==> src/rtl/btn_pkg.sv <==
// Shared constants for the push-button debounce bank: default debounce interval
// and the per-channel LED mode encoding.
package btn_pkg;

    localparam int   DEBOUNCE_10MS_12MHZ = 120000;

    localparam logic MODE_MOMENTARY = 1'b0;
    localparam logic MODE_TOGGLE    = 1'b1;

endpackage

==> src/rtl/button_debounce_ch.sv <==
// One debounced button channel: two-flop synchroniser, consecutive-cycle stability
// counter, press/release strobes and a press-driven toggle register.
module button_debounce_ch
    import btn_pkg::*;
#(
    parameter int DEBOUNCE_CYCLES = DEBOUNCE_10MS_12MHZ,
    parameter bit ACTIVE_LOW      = 1'b0
) (
    input  logic clk,
    input  logic rst_n,
    input  logic btn,
    input  logic mode,
    output logic pressed,
    output logic press_pulse,
    output logic release_pulse,
    output logic led
);

    localparam int               CNT_W        = $clog2(DEBOUNCE_CYCLES + 1);
    localparam logic [CNT_W-1:0] CNT_LAST     = CNT_W'(DEBOUNCE_CYCLES - 1);
    localparam logic             RELEASED_RAW = ACTIVE_LOW;

    logic             sync1;
    logic             sync2;
    logic             s;
    logic             stable;
    logic             toggle;
    logic             accept;
    logic [CNT_W-1:0] cnt;

    // NOTE: the synchroniser resets to the idle pin level, not to 0, so leaving
    // reset with an active-low button released is not mistaken for a press.
    always_ff @(posedge clk or negedge rst_n) begin
        if (!rst_n) begin
            sync1 <= RELEASED_RAW;
            sync2 <= RELEASED_RAW;
        end else begin
            sync1 <= btn;
            sync2 <= sync1;
        end
    end

    assign s      = sync2 ^ ACTIVE_LOW;
    assign accept = (s != stable) && (cnt == CNT_LAST);

    // NOTE: non-blocking assignments here, so accept, cnt and stable are all
    // evaluated from their pre-edge values regardless of statement order.
    always_ff @(posedge clk or negedge rst_n) begin
        if (!rst_n) begin
            cnt           <= '0;
            stable        <= 1'b0;
            toggle        <= 1'b0;
            press_pulse   <= 1'b0;
            release_pulse <= 1'b0;
        end else begin
            press_pulse   <= accept && s;
            release_pulse <= accept && !s;
            // Any return to the accepted level forfeits the whole count.
            if ((s == stable) || accept) begin
                cnt <= '0;
            end else begin
                cnt <= cnt + 1'b1;
            end
            if (accept) begin
                stable <= s;
            end
            if (accept && s) begin
                toggle <= ~toggle;
            end
        end
    end

    assign pressed = stable;
    assign led     = (mode == MODE_TOGGLE) ? toggle : stable;

endmodule

==> src/rtl/button_debounce_bank.sv <==
// Bank of N_CH independent debounced button channels with per-channel
// momentary/toggle LED drive.
module button_debounce_bank
    import btn_pkg::*;
#(
    parameter int N_CH            = 4,
    parameter int DEBOUNCE_CYCLES = DEBOUNCE_10MS_12MHZ,
    parameter bit ACTIVE_LOW      = 1'b0
) (
    input  logic            clk,
    input  logic            rst_n,
    input  logic [N_CH-1:0] btn,
    input  logic [N_CH-1:0] mode,
    output logic [N_CH-1:0] pressed,
    output logic [N_CH-1:0] press_pulse,
    output logic [N_CH-1:0] release_pulse,
    output logic [N_CH-1:0] led
);

    if (DEBOUNCE_CYCLES < 1) begin : g_bad_debounce
        $error("button_debounce_bank: DEBOUNCE_CYCLES must be >= 1");
    end

    for (genvar i = 0; i < N_CH; i++) begin : g_ch
        button_debounce_ch #(
            .DEBOUNCE_CYCLES (DEBOUNCE_CYCLES),
            .ACTIVE_LOW      (ACTIVE_LOW)
        ) u_ch (
            .clk           (clk),
            .rst_n         (rst_n),
            .btn           (btn[i]),
            .mode          (mode[i]),
            .pressed       (pressed[i]),
            .press_pulse   (press_pulse[i]),
            .release_pulse (release_pulse[i]),
            .led           (led[i])
        );
    end

endmodule

==> config.mk <==
export PLATFORM = sky130hd
export DESIGN_NAME = button_debounce_bank
export DESIGN_NICKNAME = d
export VERILOG_FILES = /design/src/rtl/btn_pkg.sv /design/src/rtl/button_debounce_ch.sv /design/src/rtl/button_debounce_bank.sv
export SDC_FILE = /design/constraint.sdc
export NUM_CORES = 1
export LEC_CHECK = 0
export BUFFER_PORTS_ARGS = -buffer_cell sky130_fd_sc_hd__buf_4
export CAP_MARGIN = 20
export CELL_PAD_IN_SITES_DETAIL_PLACEMENT = 1
export CELL_PAD_IN_SITES_GLOBAL_PLACEMENT = 1
export CORE_ASPECT_RATIO = 1.1
export CORE_MARGIN = 10
export CORE_UTILIZATION = 48
export CTS_CLUSTER_DIAMETER = 80
export CTS_CLUSTER_SIZE = 20
export DETAILED_ROUTE_END_ITERATION = 7
export PLACE_DENSITY_LB_ADDON = 0.3
export SLEW_MARGIN = 0
export SYNTH_ARGS = -nofsm -noshare
export SYNTH_HDL_FRONTEND = slang
export SYNTH_SLANG_ARGS = --single-unit
==> constraint.sdc <==
create_clock -name clk -period 2.04 [get_ports clk]
set_input_delay 0.204 -clock clk [delete_from_list [all_inputs] [get_ports clk]]
set_output_delay 0.204 -clock clk [all_outputs]
set_load 0.02 [all_outputs]
==> metrics.txt, run 1 <==
Crit Path Max Fanout 8; type of the tightest min-delay check flip-flop to flip-flop; Crit. End Element flip-flop; Fill cells 980; required time worst endpoint 2320 ps; Cell Pwr Density 678.0 nW/um2; worst slew pin tran around 540 ps; IR drop worst, VDD 0.4465 mV; wire per inst 17.05 um; fmax 523.5 MHz; post-synth top area share 52.14%; DP Area 4677 um2; cts bufs inserted 9; Synth Flop Type dfrtp_1; CTS H-tree lvls 3; area of the multi-input gates 1919 um2; Nets ~460; vias per inst approximately 5.6; WL final about 9.6 mm; number of max-cap violations 0; Sink Count 92; Leak Pwr about 2.2 nW; synthesized net count 434; Gate Count Post-Synth 420; vias in the first global route 3,378; dpl hpwl between 6 and 7 mm; RSZ-0062 raised after global routing no; count of final max-slew check failures 0; CTS tree done; commonest non-fill, non-tap cell in the layout dfrtp_1; Core Util, Final 55.42%; number of port buffers 25; clock skew around 9.4 ps; R2R setup slack roughly 130 ps; clk slew on worst S/H paths 90 ps; I/O pin cnt 26; Clock Latency Late Sink 360 ps; RD Place Congestion 0.8373; number of synthesis warnings 0; Avg Inst Size Synth between 10 and 15 um2; Crit Reg-Reg Endpoint g_ch[2].u_ch.toggle; Post-synth ARST share 100.0%; Die ar. 13,440 um2; most frequent cells in the layout 92 x dfrtp_1, 68 x nor2_1, 40 x xor2_1; crit path kind flip-flop to flip-flop; first-pass GRT wire length approximately 17 mm; vias 3,142; dominant cells by area after synthesis dfrtp_1 52%, xor2_1 7.9%, nor2_1 5.8%; post-route cell area 4942 um2; dpl ws 232.5 ps; Worst Hold End g_ch[3].u_ch.s; setup_tns 0 ps; Sequential Area roughly 2300 um2; Hold Path Depth 0; WP data arrival 2190 ps; Worst slew margin between 60% and 70%; P&R area growth vs syn 11.93%; Final Critical Period 1910 ps; Core ar. approximately 9000 um2; ANT cells 0; layout cell share with drive strength beyond 1 15.11%; R2R cell count 5; GRT Total Usage between 10% and 20%; Starting Density a little under 50%; initial DRC count 92; Pre-antenna DRT Iters 4; Reg2Reg Launch Point g_ch[2].u_ch.cnt[0]; flops & latches, synth 92; Post-synth EDFFs 0; HP Start g_ch[3].u_ch.sync1; startpoint types flip-flop; Yosys top cell by area dfrtp_1; final hold violations 0; Seq/Total Area, Yosys 52.14%; final number of setup-violating endpoints 0; Yosys cell types 38; largest net degree at the start of global routing 42; setup slack after layout 129.8 ps; cell area after synthesis 4415 um2; Die Wd 111.4 um; gr ovfl total 0; Clock Path Buffers 2; Design Power 3.351 mW; Final period util 93.64%; Root Driver clkbuf_8; DRC 0; Site Rows 36; PostCTS Resize Cnt 0; initial antenna violation count 0; status finished clean; die height approximately 120 um; post-route ant nets 0
[final cells by class]
| cell class | instances | share of cell area (%) |
|---|---|---|
| Tap cell | 114 | 2.886 |
| Sequential cell | 92 | 46.58 |
| Timing Repair Buffer | 43 | 7.038 |
| Inverter | 4 | 0.3038 |
| Clock inverter | 7 | 1.848 |
| Multi-Input combinational cell | 295 | 38.84 |
| Clock buffer | 9 | 2.506 |
[synth_stat cells (5+ instances only)]
master,n
nor4_1,9
and4b_1,5
and3_1,10
clkbuf_1,5
nor2_1,68
dfrtp_1,92
nor3_1,6
buf_2,8
and4_1,8
a21oi_1,5
xor2_1,40
buf_4,16
nand2_1,22
nand4_1,26
nand3_1,20
xnor2_1,22
mux2_2,8
nor3b_1,5
[sequential cells by signal, indices dropped and copies added, names as in the netlist]
signal                   count
g_ch.u_ch.sync1              4
g_ch.u_ch.pressed            4
g_ch.u_ch.s                  4
g_ch.u_ch.release_pulse      4
g_ch.u_ch.press_pulse        4
g_ch.u_ch.cnt               68
g_ch.u_ch.toggle             4
[worst max-delay path by stage]
stage / start / endpoint / slack (ps) / cells past startpoint
global route: g_ch[0].u_ch.cnt[0] / g_ch[0].u_ch.cnt[16] / 10 / 6
detailed placement: g_ch[2].u_ch.cnt[0] / g_ch[2].u_ch.toggle / 230 / 5
finish: g_ch[2].u_ch.cnt[0] / g_ch[2].u_ch.toggle / 130 / 5
floorplan: g_ch[2].u_ch.cnt[0] / g_ch[2].u_ch.cnt[10] / 330 / 7
CTS: g_ch[2].u_ch.cnt[0] / g_ch[2].u_ch.toggle / 130 / 5
global placement: g_ch[3].u_ch.cnt[9] / g_ch[3].u_ch.press_pulse / 310 / 3
[power by group]
group	switching (mW)	internal [mW]
logic	0.0910	0.0565
clock network	0.641	0.686
registers	0.0275	1.85
total	0.759	2.59
[metal layers]
| layer | share of wire, % | track usage [%] |
|---|---|---|
| met1 | 45 | 17.62 |
| met3 | 3.4 | 3.907 |
| met5 | 0 | 0 |
| met2 | 50 | 25.07 |
| met4 | 1.7 | 5.627 |
[kinds of logic after synthesis]
logic type / Yosys count / share of synthesized area [%]
buf+inv: 33 / 4.392
simple gates: 210 / 26.64
compound gates: 11 / 1.360
fa+ha+maj: 4 / 1.134
mux: 8 / 2.040
xor+xnor: 62 / 12.30
flops: 92 / 52.14
[stage by stage]
stage,std cells,hold WS (ps)
floorplan,420,-91.59
global placement,543,217.8
detailed placement,543,229.6
CTS,564,365.1
global route,564,377.3
finish,564,355.3
[repair_timing]
action / 4_1_cts / 5_1_grt
endpoints found under the hold margin: 43 / 0
hold buffers: 5 / 0
buffers inserted: 0 / 0
[critical path, stage by stage, from the launching register on]
cell and delay [ps]:
dfrtp_1 450, ha_1 370, and4b_1 250, nand4_2 180, nor3b_1 400, xor2_1 180
Note: power is estimated with default switching activity, not from simulation.
==> run 2: changes to the inputs <==
Settings changed: CAP_MARGIN 20 to 40, RECOVER_POWER from default to 50.
==> metrics.txt, run 2 (synthesized netlist as in run 1, its figures left out) <==
status finished clean; IR drop worst, VDD 0.4465 mV (about the same); RSZ-0062 raised after global routing no; number of max-cap violations 0 (unchanged); Crit Path Max Fanout 8 (unchanged); DRC 0 (unchanged); Sink Count 92 (unchanged); layout cell share with drive strength beyond 1 14.89% (-0.22 points); fmax 523.5 MHz (about the same); vias in the first global route 3,378 (unchanged); Clock Path Buffers 2 (unchanged); I/O pin cnt 26 (unchanged); dpl ws 232.5 ps (unchanged); Final period util 93.64% (about the same); final number of setup-violating endpoints 0 (unchanged); cts bufs inserted 9 (unchanged); post-route ant nets 0 (unchanged); initial DRC count 89 (-3.3%); vias per inst 5.583 (+0.22%); P&R area growth vs syn 11.73%; Die ar. 13,440 um2 (unchanged); clk slew on worst S/H paths 90 ps (about the same); initial antenna violation count 0 (unchanged); wire per inst 17.05 um (about the same); ANT cells 0 (unchanged); post-CTS setup buffer count 0 (unchanged); type of the tightest min-delay check flip-flop to flip-flop; setup_tns 0 ps (unchanged); Pre-antenna DRT Iters 4 (unchanged); crit path kind flip-flop to flip-flop; setup slack after layout 129.8 ps (-0.01000 ps); count of final max-slew check failures 0 (unchanged); most frequent cells in the layout 92 x dfrtp_1, 68 x nor2_1, 40 x xor2_1; number of port buffers 25 (unchanged); CTS tree done; final hold violations 0 (unchanged); Worst slew margin 29.15% (-35 points); Starting Density 49.51% (unchanged); Crit. End Element flip-flop; GRT Total Usage 14.79% (unchanged); max reg flops 68 (unchanged); commonest non-fill, non-tap cell in the layout dfrtp_1; Nets 459 (unchanged); PostCTS Resize Cnt 0 (unchanged); RD Place Congestion 0.8373 (unchanged); clock skew 9.431 ps (+0.005020 ps); Clock Latency Late Sink 360 ps (about the same); gr ovfl total 0 (unchanged); Core ar. 8919 um2 (unchanged); worst slew pin tran 1063 ps (+521.3 ps); startpoint types flip-flop; largest net degree at the start of global routing 42 (unchanged); dpl hpwl 6.779 mm (unchanged); Root Driver clkbuf_8; die height 120.6 um (unchanged); hold buffer count at CTS 5 (unchanged); vias 3,149 (+0.22%); first-pass GRT wire length 16.66 mm (unchanged); Final Critical Period 1910 ps (+0.01000 ps); WL final 9.616 mm (about the same); Design Power 3.349 mW (about the same); Site Rows 36 (unchanged); Reg with most FFs g_ch.u_ch.cnt; Core Util, Final 55.32% (-0.098 points); Die Wd 111.4 um (unchanged); Cell Pwr Density 678.9 nW/um2 (+0.14%); CTS H-tree lvls 3 (unchanged); WP data arrival 2190 ps (about the same); Leak Pwr 2.206 nW (-0.29%); required time worst endpoint 2320 ps (about the same)
-- run 2: cell types whose count changed in the layout (fill, tap and decap cells not counted), sizes merged --
| cell | previous run | this run |
|---|---|---|
| buf | 38 | 31 |
| clkbuf | 9 | 16 |
-- run 2: final cells by class --
class / count / area, um2
Fill cell: 980 / 3985
Multi-Input combinational cell: 295 / 1919
Clock inverter: 7 / 91.34
Timing Repair Buffer: 43 / 339.1
Tap cell: 114 / 142.6
Clock buffer: 9 / 123.9
Sequential cell: 92 / 2302
Inverter: 4 / 15.01
-- run 2: per-layer routing --
metal / GRT usage (%) / routed length, um / vias up
li1: - / - / 1500
met1: 17.62 / 4336 / 1580
met2: 25.07 / 4780 / 51
met3: 3.907 / 337 / 18
met4: 5.627 / 161 / 0
met5: 0 / 0 / -
-- run 2: per-stage QoR --
step / cell area [um2] / hold slack (ps) / instances
2_1_floorplan: 4415 / -91.59 / 420
3_3_place_gp: 4677 / 217.8 / 543
3_5_place_dp: 4677 / 229.6 / 543
4_1_cts: 4942 / 365.1 / 564
5_1_grt: 4933 / 377.3 / 564
6_report: 4933 / 355.2 / 564
-- run 2: critical path, cell delays in order, from the launching register on --
cell and delay (ps):
dfrtp_1 450, ha_1 370, and4b_1 250, nand4_2 180, nor3b_1 400, xor2_1 180
-- run 2: power by group --
group | internal (mW) | leakage (nW) | switching [mW]
clock network | 0.686 | 0.109 | 0.641
registers | 1.85 | 1.26 | 0.0275
logic | 0.0550 | 0.840 | 0.0909
total | 2.59 | 2.21 | 0.759
-- run 2: final timing paths --
kind / slack [ps] / to / startpoint / depth (start not counted)
setup / recovery: 130 / g_ch[2].u_ch.toggle / g_ch[2].u_ch.cnt[0] / 5
hold / removal: 360 / g_ch[3].u_ch.s / g_ch[3].u_ch.sync1 / 0
setup reg to reg: 130 / g_ch[2].u_ch.toggle / g_ch[2].u_ch.cnt[0] / 5
hold reg to reg: 360 / g_ch[3].u_ch.s / g_ch[3].u_ch.sync1 / 0
max in group asynchronous: 510 / g_ch[1].u_ch.release_pulse / rst_n / 3
min in group asynchronous: 570 / g_ch[2].u_ch.cnt[13] / rst_n / 2
